==> config.mk <==
export PLATFORM = sky130hd
export DESIGN_NAME = packet_dispatcher_flat
export DESIGN_NICKNAME = d
export VERILOG_FILES = /design/src/rtl/packet_dispatcher_pkg.sv /design/src/rtl/packet_dispatcher_if.sv /design/src/rtl/dispatch_send_port.sv /design/src/rtl/packet_dispatcher.sv /design/src/flat_wrapper.sv
export SDC_FILE = /design/constraint.sdc
export NUM_CORES = 1
export LEC_CHECK = 0
export CORE_AREA = 2 2 209 211
export CTS_BUF_LIST = sky130_fd_sc_hd__clkbuf_8
export DETAILED_ROUTE_END_ITERATION = 12
export DIE_AREA = 0 0 211 213
export GPL_TIMING_DRIVEN = 0
export PLACE_DENSITY_LB_ADDON = 0.08
export RECOVER_POWER = 25
export SLEW_MARGIN = 20
export SYNTH_ARGS = -nofsm -noshare
export SYNTH_HDL_FRONTEND = slang
export SYNTH_SLANG_ARGS = --single-unit
==> constraint.sdc <==
create_clock -name CLK -period 1.2 [get_ports CLK]
set_input_delay 0.18 -clock CLK [delete_from_list [all_inputs] [get_ports CLK]]
set_output_delay 0.18 -clock CLK [all_outputs]
set_load 0.02 [all_outputs]
==> src/rtl/packet_dispatcher_pkg.sv <==
// Shared constants, state encodings and the destination decode for packet_dispatcher.
// Optional statistics counters are enabled with PACKET_DISPATCH_STAT_EN.
package packet_dispatcher_pkg;

  localparam int DEFAULT_PACKET_WIDTH = 175;

  localparam logic [1:0] DEST_OUT0  = 2'd0;
  localparam logic [1:0] DEST_OUT1  = 2'd1;
  localparam logic [1:0] DEST_BCAST = 2'd2;
  localparam logic [1:0] DEST_DROP  = 2'd3;

  localparam logic [0:0] S_RECV = 1'b0;
  localparam logic [0:0] S_SEND = 1'b1;

  typedef struct packed {
    logic out1;
    logic out0;
  } pending_t;

  // Which outputs still owe a handshake for a freshly accepted packet.
  function automatic pending_t dest_to_pending(input logic [1:0] dest);
    pending_t p;
    p = '0;
    case (dest)
      DEST_OUT0:  p.out0 = 1'b1;
      DEST_OUT1:  p.out1 = 1'b1;
      DEST_BCAST: begin
        p.out0 = 1'b1;
        p.out1 = 1'b1;
      end
      default:    p = '0;
    endcase
    return p;
  endfunction

endpackage

==> src/rtl/packet_dispatcher_if.sv <==
// Valid/ready packet channel; master drives VALID/DATA, slave drives READY.
interface packet_dispatcher_if #(
  parameter int WIDTH = packet_dispatcher_pkg::DEFAULT_PACKET_WIDTH
);

  logic             VALID;
  logic [WIDTH-1:0] DATA;
  logic             READY;

  modport master (output VALID, output DATA, input READY);
  modport slave  (input VALID, input DATA, output READY);

endinterface

==> src/rtl/dispatch_send_port.sv <==
// One output lane of packet_dispatcher: pending bit, registered VALID and the
// done flag the top-level FSM uses to leave the send state.
module dispatch_send_port (
  input  logic CLK,
  input  logic RST,
  input  logic load_i,
  input  logic load_pending_i,
  input  logic in_send_i,
  input  logic ready_i,
  output logic valid_o,
  output logic done_o
);

  logic pending_q, pending_d;
  logic valid_q, valid_d;
  logic handshake;

  always_comb begin
    // NOTE: every signal gets a default first so no path can infer a latch.
    pending_d = pending_q;
    valid_d   = valid_q;
    handshake = valid_q && ready_i;

    if (load_i) begin
      pending_d = load_pending_i;
    end else if (handshake) begin
      pending_d = 1'b0;
    end

    if (handshake) begin
      valid_d = 1'b0;
    end else if (in_send_i && pending_q) begin
      valid_d = 1'b1;
    end
  end

  // Done once nothing is owed after this edge; a non-pending lane is always done.
  assign done_o  = !pending_d;
  assign valid_o = valid_q;

  always_ff @(posedge CLK) begin
    // NOTE: state updates use non-blocking assignments so all flops sample together.
    if (RST) begin
      pending_q <= 1'b0;
      valid_q   <= 1'b0;
    end else begin
      pending_q <= pending_d;
      valid_q   <= valid_d;
    end
  end

endmodule

==> src/rtl/packet_dispatcher.sv <==
// Accepts one packet at a time and forwards it to output 0, output 1, both, or
// nowhere based on a 2-bit destination field. Define PACKET_DISPATCH_STAT_EN for counters.
module packet_dispatcher
  import packet_dispatcher_pkg::*;
#(
  parameter int PACKET_WIDTH = DEFAULT_PACKET_WIDTH,
  parameter int DEST_LSB     = 0
) (
  input  logic                CLK,
  input  logic                RST,
  packet_dispatcher_if.slave  RECEIVE_PC,
  packet_dispatcher_if.master SEND0_PC,
  packet_dispatcher_if.master SEND1_PC
`ifdef PACKET_DISPATCH_STAT_EN
  ,
  output logic [31:0]         SENT0_COUNT,
  output logic [31:0]         SENT1_COUNT,
  output logic [31:0]         DROP_COUNT
`endif
);

  logic [0:0]              state_q, state_d;
  logic                    ready_q, ready_d;
  logic [PACKET_WIDTH-1:0] data_q, data_d;
  logic [1:0]              dest;
  pending_t                load_pending;
  logic                    accept;
  logic                    valid0, valid1;
  logic                    done0, done1;

  assign dest         = RECEIVE_PC.DATA[DEST_LSB +: 2];
  assign load_pending = dest_to_pending(dest);
  // ready_q is only ever high in S_RECV, so this is the receive transfer edge.
  assign accept       = RECEIVE_PC.VALID && ready_q;

  always_comb begin
    state_d = state_q;
    ready_d = 1'b0;
    data_d  = data_q;
    case (state_q)
      S_RECV: begin
        ready_d = RECEIVE_PC.VALID && !ready_q;
        if (accept) begin
          data_d = RECEIVE_PC.DATA;
          if (load_pending != '0) begin
            state_d = S_SEND;
          end
        end
      end
      S_SEND: begin
        if (done0 && done1) begin
          state_d = S_RECV;
        end
      end
    endcase
  end

  always_ff @(posedge CLK) begin
    // NOTE: the packet register is reset as well so every output reads 0 after reset.
    if (RST) begin
      state_q <= S_RECV;
      ready_q <= 1'b0;
      data_q  <= '0;
    end else begin
      state_q <= state_d;
      ready_q <= ready_d;
      data_q  <= data_d;
    end
  end

  dispatch_send_port u_port0 (
    .CLK            (CLK),
    .RST            (RST),
    .load_i         (accept),
    .load_pending_i (load_pending.out0),
    .in_send_i      (state_q == S_SEND),
    .ready_i        (SEND0_PC.READY),
    .valid_o        (valid0),
    .done_o         (done0)
  );

  dispatch_send_port u_port1 (
    .CLK            (CLK),
    .RST            (RST),
    .load_i         (accept),
    .load_pending_i (load_pending.out1),
    .in_send_i      (state_q == S_SEND),
    .ready_i        (SEND1_PC.READY),
    .valid_o        (valid1),
    .done_o         (done1)
  );

  assign RECEIVE_PC.READY = ready_q;
  assign SEND0_PC.VALID   = valid0;
  assign SEND0_PC.DATA    = data_q;
  assign SEND1_PC.VALID   = valid1;
  assign SEND1_PC.DATA    = data_q;

`ifdef PACKET_DISPATCH_STAT_EN
  logic [31:0] sent0_count_q, sent0_count_d;
  logic [31:0] sent1_count_q, sent1_count_d;
  logic [31:0] drop_count_q, drop_count_d;

  // Counters wrap naturally at 2^32.
  always_comb begin
    sent0_count_d = sent0_count_q + 32'(valid0 && SEND0_PC.READY);
    sent1_count_d = sent1_count_q + 32'(valid1 && SEND1_PC.READY);
    drop_count_d  = drop_count_q  + 32'(accept && (dest == DEST_DROP));
  end

  always_ff @(posedge CLK) begin
    if (RST) begin
      sent0_count_q <= '0;
      sent1_count_q <= '0;
      drop_count_q  <= '0;
    end else begin
      sent0_count_q <= sent0_count_d;
      sent1_count_q <= sent1_count_d;
      drop_count_q  <= drop_count_d;
    end
  end

  assign SENT0_COUNT = sent0_count_q;
  assign SENT1_COUNT = sent1_count_q;
  assign DROP_COUNT  = drop_count_q;
`endif

endmodule

==> src/flat_wrapper.sv <==
// flat-port wrapper written by rule: the top's interface ports become plain ports
module packet_dispatcher_flat import packet_dispatcher_pkg::*;
#(
  parameter int PACKET_WIDTH = DEFAULT_PACKET_WIDTH,
  parameter int DEST_LSB     = 0
)
  (CLK, RST, RECEIVE_PC_VALID, RECEIVE_PC_DATA, RECEIVE_PC_READY, SEND0_PC_VALID, SEND0_PC_DATA, SEND0_PC_READY, SEND1_PC_VALID, SEND1_PC_DATA, SEND1_PC_READY);
  packet_dispatcher_if #(.WIDTH((DEFAULT_PACKET_WIDTH))) RECEIVE_PC_i ();
  packet_dispatcher_if #(.WIDTH((DEFAULT_PACKET_WIDTH))) SEND0_PC_i ();
  packet_dispatcher_if #(.WIDTH((DEFAULT_PACKET_WIDTH))) SEND1_PC_i ();
  input  logic CLK;
  input  logic RST;
  input wire logic [$bits(RECEIVE_PC_i.VALID)-1:0] RECEIVE_PC_VALID;
  input wire logic [$bits(RECEIVE_PC_i.DATA)-1:0] RECEIVE_PC_DATA;
  output wire logic [$bits(RECEIVE_PC_i.READY)-1:0] RECEIVE_PC_READY;
  output wire logic [$bits(SEND0_PC_i.VALID)-1:0] SEND0_PC_VALID;
  output wire logic [$bits(SEND0_PC_i.DATA)-1:0] SEND0_PC_DATA;
  input wire logic [$bits(SEND0_PC_i.READY)-1:0] SEND0_PC_READY;
  output wire logic [$bits(SEND1_PC_i.VALID)-1:0] SEND1_PC_VALID;
  output wire logic [$bits(SEND1_PC_i.DATA)-1:0] SEND1_PC_DATA;
  input wire logic [$bits(SEND1_PC_i.READY)-1:0] SEND1_PC_READY;
  assign RECEIVE_PC_i.VALID = RECEIVE_PC_VALID;
  assign RECEIVE_PC_i.DATA = RECEIVE_PC_DATA;
  assign RECEIVE_PC_READY = RECEIVE_PC_i.READY;
  assign SEND0_PC_VALID = SEND0_PC_i.VALID;
  assign SEND0_PC_DATA = SEND0_PC_i.DATA;
  assign SEND0_PC_i.READY = SEND0_PC_READY;
  assign SEND1_PC_VALID = SEND1_PC_i.VALID;
  assign SEND1_PC_DATA = SEND1_PC_i.DATA;
  assign SEND1_PC_i.READY = SEND1_PC_READY;
  packet_dispatcher #(.PACKET_WIDTH(PACKET_WIDTH), .DEST_LSB(DEST_LSB)) u_core (.CLK(CLK), .RST(RST), .RECEIVE_PC(RECEIVE_PC_i), .SEND0_PC(SEND0_PC_i), .SEND1_PC(SEND1_PC_i));
endmodule
==> results of run 1 <==
-- sequential cells by signal, summed over array words and instances, names as in the netlist --
| signal | cells |
|---|---|
| u_core.state_q | 1 |
| u_core.u_port0.valid_o | 1 |
| u_core.u_port0.pending_q | 1 |
| u_core.RECEIVE_PC.READY | 1 |
| u_core.u_port1.valid_o | 1 |
| u_core.SEND0_PC.DATA | 175 |
| u_core.u_port1.pending_q | 1 |
-- path summary, 6_finish.rpt --
kind | startpoint | end | slack, ns | depth (start not counted)
hold / removal | RECEIVE_PC_DATA[1] | u_core.SEND0_PC.DATA[1] | 0.03 | 3
setup reg to reg | u_core.state_q | u_core.SEND0_PC.DATA[22] | -0.15 | 6
setup / recovery | u_core.state_q | u_core.SEND0_PC.DATA[22] | -0.15 | 6
hold reg to reg | u_core.state_q | u_core.RECEIVE_PC.READY | 0.48 | 1
-- layout by cell type, fill, tap and decap left out, types with 2 or more instances in the layout --
cell type	n
clkinvlp_4	3
bufinv_16	3
dfxtp_1	2
ha_1	3
inv_6	2
clkbuf_16	2
a21oi_2	54
clkdlybuf4s50_1	176
nand2_4	8
diode_2	3
buf_2	3
nand3b_1	2
clkbuf_8	19
inv_1	4
a21oi_1	122
clkinv_2	2
clkbuf_1	17
nor2_1	4
dlymetal6s2s_1	2
buf_4	10
dfxtp_2	49
nand2_1	345
buf_8	14
mux2_2	2
buf_6	545
dfxtp_4	130
buf_12	7
nand2_2	2
-- cell type report --
type	count	share of cell area, %
flip-flops and latches	181	25.41
clock buffers	19	1.592
well taps	546	4.160
clock inverters	13	0.9524
diodes	3	0.04571
repair buffers	545	36.02
plain buffers	233	15.69
inverters	2	0.04571
multi-input cells	550	16.08
-- layer usage --
layer | routed length [um] | share of wire (%) | global-route usage, %
met1 | 14600 | 40 | 17.81
met2 | 19580 | 53 | 27.89
met3 | 2144 | 5.9 | 4.339
met4 | 317 | 0.87 | 3.861
met5 | 7 | 0.019 | 0
-- where the power goes --
| part | internal (mW) | switching (mW) |
|---|---|---|
| Combinational | 1.77 | 1.26 |
| Clock | 2.16 | 2.38 |
| Sequential | 6.01 | 0.252 |
| Total | 9.94 | 3.89 |
-- worst max-delay path, stage by stage (launching register included) --
cell and delay [ns]:
dfxtp_4 0.38, and3b_1 0.23, buf_6 0.15, clkbuf_16 0.18
buf_8 0.14, nand2_1 0.08, a21oi_1 0.11
-- cell families (layout without fill, tap and decap cells) --
kind of cell | count (synthesis) | count (layout)
buffers and inverters | 236 | 812
adder cells (fa/ha/maj) | 3 | 3
multiplexers | 2 | 2
flip-flops | 181 | 181
AO/OA/AOI/OAI | 180 | 180
AND/OR/NAND/NOR | 365 | 365
other | 0 | 3
-- stage by stage --
stage / setup WS, ns / cells / util [%] / power (mW) / TNS [ns]
finish: -0.1470 / 2092 / 38.46 / 13.83 / -25.71
detailed placement: -0.7898 / 2044 / 32.06 / 9.175 / -134.39
floorplan: 0.01248 / 967 / - / 7.610 / 0
global placement: -0.8007 / 2044 / 32.06 / 9.172 / -133.99
global route: -0.2070 / 2091 / 38.46 / 14.50 / -57.55
CTS: -0.1555 / 2082 / 36.85 / 14.03 / -41.35
-- timing repair --
| action | in CTS | in global routing |
|---|---|---|
| setup endpoints to repair | 529 | 530 |
| hold buffers | 0 | 1 |
| hold endpoints to repair | 0 | 1 |
| gates resized for setup | 2585 | 179 |
| gates cloned | 1 | 2 |
| pin swaps | 0 | 16 |
| setup buffers | 6 | 4 |
==> impl_metrics.py, run 1 <==
metrics = {
    "power": {
        "power.density_nw_per_um2": 842.2,
        "peakVddDrop_v": 0.0005355,
        "p_leak_nw": 6.747,
    },
    "route": {
        "wirelength_um": 36640,
        "wl_per_cell_um": 17.52,
        "drt-vias-per-instance": 3.909,
        "dr.pass1.iters": 4,
        "postRouteAntennaNets": 0,
        "drc_errors": 0,
        "drt_iter0_drc": 198,
        "routed-via-count": 8178,
    },
    "grt": {
        "grtUsageTotal_pct": 15.40,
        "grt_max_degree": 20,
        "antenna_found_initial": 4,
        "grt_pass1_vias": 7918,
        "grt_pass1_wl_um": 51030,
        "grt-ovfl-total": 0,
    },
    "floorplan": {
        "die-area_um2": 44940,
        "core_area_um2": 42700,
        "rows": 76,
        "die_h_um": 213,
        "die_w_um": 211,
        "start_util_pct": 18.00,
        "ioPinCount": 533,
    },
    "final_layout": {
        "multi_input_area_um2": 2641,
        "final.fill_count": 4412,
        "postLayoutCellArea_um2": 16420,
        "seqCellArea_um2": 4173,
        "layout-drive-gt1-share_pct": 55.61,
        "areaGrowthSynthToFinish_pct": 113.6,
        "fin_nets": 1713,
    },
    "critical_path": {
        "worst-endpoint-required_ns": 1.61,
        "endpoint_kind": "flip-flop",
        "crit_type": "reg2reg",
        "cp_max_fo": 10,
        "arrival_ns": 1.76,
        "critPathLaunchType": "flip-flop",
    },
    "logic_synthesis": {
        "ys_seq_area_share_pct": 47.14,
        "muxShareOfSynthArea_pct": 0.2930,
        "synth.largest_area_cell": "dfxtp_1",
        "synth.area.top_cells": "dfxtp_1 47%, nand2_1 17%, buf_4 17%",
        "synth_edf_count": 0,
        "syn_avg_cell_area_um2": 7.950,
        "synth_fp_nets": 1150,
        "post-synth-top-count-cell": "nand2_1",
        "async_flop_share_pct": 0,
        "synth_top_family_by_area": "buffers and inverters",
        "synth_compound_area_share_pct": 11.87,
        "netlist.area_leader.share_pct": 47.14,
        "ys.flop_type": "dfxtp_1",
        "yosys.cell_types.count": 20,
        "synthAdderAreaFrac_pct": 0.4883,
        "ys_top_cells_by_count": "355 x nand2_1, 181 x dfxtp_1, 176 x a21oi_1, 176 x buf_4, 20 x buf_2",
        "ys_ff_latch": 181,
        "yosys_warnings": 0,
        "synthSimpleGateAreaFrac_pct": 18.12,
        "synth_area_um2": 7687,
        "synthCells": 967,
        "synth_xor_area_share_pct": 0,
    },
    "sta": {
        "drv_slew": 0,
        "fin_crit_sh_pct": 112.2,
        "hold_ws_ns": 0.03238,
        "fmax_mhz": 742.4,
        "slew_headroom_pct": 57.06,
        "worstMarginPinSlew_ns": 0.6441,
        "timing.final.ws_setup_ns": -0.1470,
        "fin_crit_ns": 1.347,
        "clock_skew_ns": 0.01499,
        "rsz0062_at_grt": "yes",
        "finalSetupViolations": 346,
        "final_hold_viol_count": 0,
    },
    "placed_design": {
        "place_area_um2": 13690,
        "port_buffers": 531,
        "place.gp.congestion": 0.7633,
        "dpl.hpwl_um": 28640,
    },
    "clocking": {
        "cts_tree": "yes",
        "cts_sinks": 181,
        "cts.path.max_buffers": 2,
        "cts_made_buffers": 17,
        "root_buffer": "clkbuf_8",
        "cts_max_level": 4,
        "clkTransAtPathRegs_ns": 0.10,
        "clock_latency_ns": 0.49,
    },
    "min_path": {
        "hold_class": "in2reg",
    },
    "job": {
        "cap_viol_max_count": 0,
    },
    "run_status": {
        "violations": "setup timing",
        "status": "finished with violations",
    },
}
No activity file was read; power rests on OpenSTA's default activity.
==> inputs of run 2 (changes only) <==
Settings changed: CORE_AREA 2 2 209 211 to 2 2 206 208, CTS_BUF_LIST sky130_fd_sc_hd__clkbuf_8 to default, DIE_AREA 0 0 211 213 to 0 0 208 210.
==> run 2 against run 1 <==
  * Routed wire length is 2.2% lower
  * Flip-flop and latch count unchanged
  * The flow still finishes with violations (setup timing)
  * Final cell count is 0.14% lower
  * Maximum frequency is 0.54% higher
  * Largest cell class unchanged
  * Sequential power increased by 2%
  * Cell area is 6.8% lower
  * Clock skew fell by 0.0039 ns
  * First-iteration DRC count grew 6.1%
  * Setup slack gained 0.0073 ns
  * Clock-buffer cell count increased by 4
  * Non-clock buffer count increased by 7
  * Highest routed layer unchanged
==> impl_metrics.py, run 2 (synthesis gave the netlist of run 1 again) <==
metrics = {
    "sta": {
        "slew_headroom_pct": 56.74,
        "fmax_mhz": 746.5,
        "fin_crit_sh_pct": 111.6,
        "drv_slew": 0,
        "clock_skew_ns": 0.01112,
        "final_hold_viol_count": 0,
        "fin_crit_ns": 1.340,
        "timing.final.ws_setup_ns": -0.1397,
        "worstMarginPinSlew_ns": 0.6489,
        "finalSetupViolations": 211,
        "rsz0062_at_grt": "yes",
    },
    "critical_path": {
        "worst-endpoint-required_ns": 1.49,
        "r2r-start": "u_core.state_q",
        "crit_type": "reg2reg",
        "reg2reg_depth": 6,
        "arrival_ns": 1.63,
        "r2r_end": "u_core.SEND0_PC.DATA[145]",
        "endpoint_kind": "flip-flop",
        "critPathLaunchType": "flip-flop",
        "cp_max_fo": 7,
        "critPathCapture": "u_core.SEND0_PC.DATA[145]",
        "crit_path_start": "u_core.state_q",
        "rrSetupSlack_ns": -0.14,
    },
    "final_layout": {
        "areaGrowthSynthToFinish_pct": 99.04,
        "largest_reg_flops": 175,
        "final.fill_count": 4412,
        "postLayoutCellArea_um2": 15300,
        "final_cell_mix": "338 x nand2_1, 327 x buf_6, 176 x clkdlybuf4s50_1, 159 x dfxtp_2, 133 x a21oi_1",
        "layout-drive-gt1-share_pct": 54.10,
        "mostFrequentLayoutCell": "nand2_1",
        "seqCellArea_um2": 3890,
        "stdcell_count": 2089,
        "finish.utilization_pct": 36.89,
        "multi_input_area_um2": 2599,
        "fin_nets": 1720,
    },
    "placed_design": {
        "place.gp.congestion": 0.7286,
        "place_inst": 2037,
        "port_buffers": 531,
        "place_area_um2": 13680,
        "dpl.hpwl_um": 27770,
    },
    "grt": {
        "grt_pass1_wl_um": 50540,
        "antenna_found_initial": 4,
        "grt_max_degree": 20,
        "grt_pass1_vias": 7797,
        "grt-ovfl-total": 0,
        "grtUsageTotal_pct": 15.44,
    },
    "floorplan": {
        "die_w_um": 208,
        "die_h_um": 210,
        "start_util_pct": 18.53,
        "core_area_um2": 41480,
        "ioPinCount": 533,
        "rows": 75,
        "die-area_um2": 43680,
    },
    "clocking": {
        "cts.path.max_buffers": 2,
        "cts_made_buffers": 17,
        "ctsHoldBuffers": 0,
        "root_buffer": "clkbuf_16",
        "cts_sinks": 181,
        "cts_tree": "yes",
        "clkTransAtPathRegs_ns": 0.07,
        "clock_latency_ns": 0.44,
        "cts_max_level": 4,
    },
    "route": {
        "drc_errors": 0,
        "wirelength_um": 35840,
        "drt_iter0_drc": 210,
        "dr.pass1.iters": 7,
        "routed-via-count": 8108,
        "postRouteAntennaNets": 0,
        "wl_per_cell_um": 17.16,
        "drt-vias-per-instance": 3.881,
    },
    "power": {
        "peakVddDrop_v": 0.0008698,
        "total_power_mw": 14.63,
        "p_leak_nw": 6.628,
        "power.density_nw_per_um2": 955.9,
    },
    "run_status": {
        "violations": "setup timing",
        "status": "finished with violations",
    },
    "min_path": {
        "worstHoldPathCells": 3,
        "hold_class": "in2reg",
    },
    "job": {
        "cap_viol_max_count": 0,
    },
}
[run 2: stage by stage]
stage	worst slack, ns	TNS [ns]	hold slack [ns]
detailed placement	-0.8209	-139.25	0.4623
floorplan	0.01248	0	0.3160
global placement	-0.8097	-136.16	0.4595
global route	-0.2048	-38.14	0.1875
CTS	-0.1407	-25.94	0.1783
finish	-0.1397	-18.73	0.2060
[run 2: how the worst min path moves through the flow]
stage | start | endpoint | slack (ns)
5_1_grt | RECEIVE_PC_DATA[0] | u_core.SEND0_PC.DATA[0] | 0.19
3_3_place_gp | u_core.SEND0_PC.DATA[25] | u_core.SEND0_PC.DATA[25] | 0.46
3_5_place_dp | u_core.SEND0_PC.DATA[29] | u_core.SEND0_PC.DATA[29] | 0.46
2_1_floorplan | RECEIVE_PC_DATA[146] | u_core.SEND0_PC.DATA[146] | 0.32
4_1_cts | RECEIVE_PC_DATA[1] | u_core.SEND0_PC.DATA[1] | 0.18
6_report | RECEIVE_PC_DATA[1] | u_core.SEND0_PC.DATA[1] | 0.21
[run 2: cell type report]
class / count / share of cell area [%]
Antenna cell: 1 / 0.01635
Buffer: 231 / 16.16
Clock buffer: 23 / 2.993
Clock inverter: 8 / 0.5152
Inverter: 2 / 0.04906
Multi-Input combinational cell: 550 / 16.98
Sequential cell: 181 / 25.42
Tap cell: 539 / 4.408
Timing Repair Buffer: 554 / 33.45
[run 2: layer usage]
layer / vias to the layer above / global-route usage, % / part of all wire [%]
met5: - / 0 / 0.12
met4: 6 / 2.788 / 0.67
met3: 17 / 4.797 / 6.2
met2: 254 / 28.03 / 52
met1: 3782 / 17.94 / 41
li1: 4049 / - / -
[run 2: worst max-delay path: stages, from the launching register on]
cell and delay (ns):
dfxtp_4 0.36, nand3b_1 0.23, buf_6 0.18, clkbuf_16 0.15, clkbuf_16 0.15, nand2_1 0.06, a21oi_1 0.06
[run 2: repair_timing]
action                      CTS  global route
buffers inserted             11             3
resized for setup          2111           128
setup endpoints to repair   530           428
pin swaps                     0             8
gates cloned                  1             9
[run 2: report_power, final]
group          switching (mW)  internal [mW]
Sequential              0.206           6.20
Clock                    2.46           2.90
Combinational            1.26           1.60
Total                    3.93           10.7
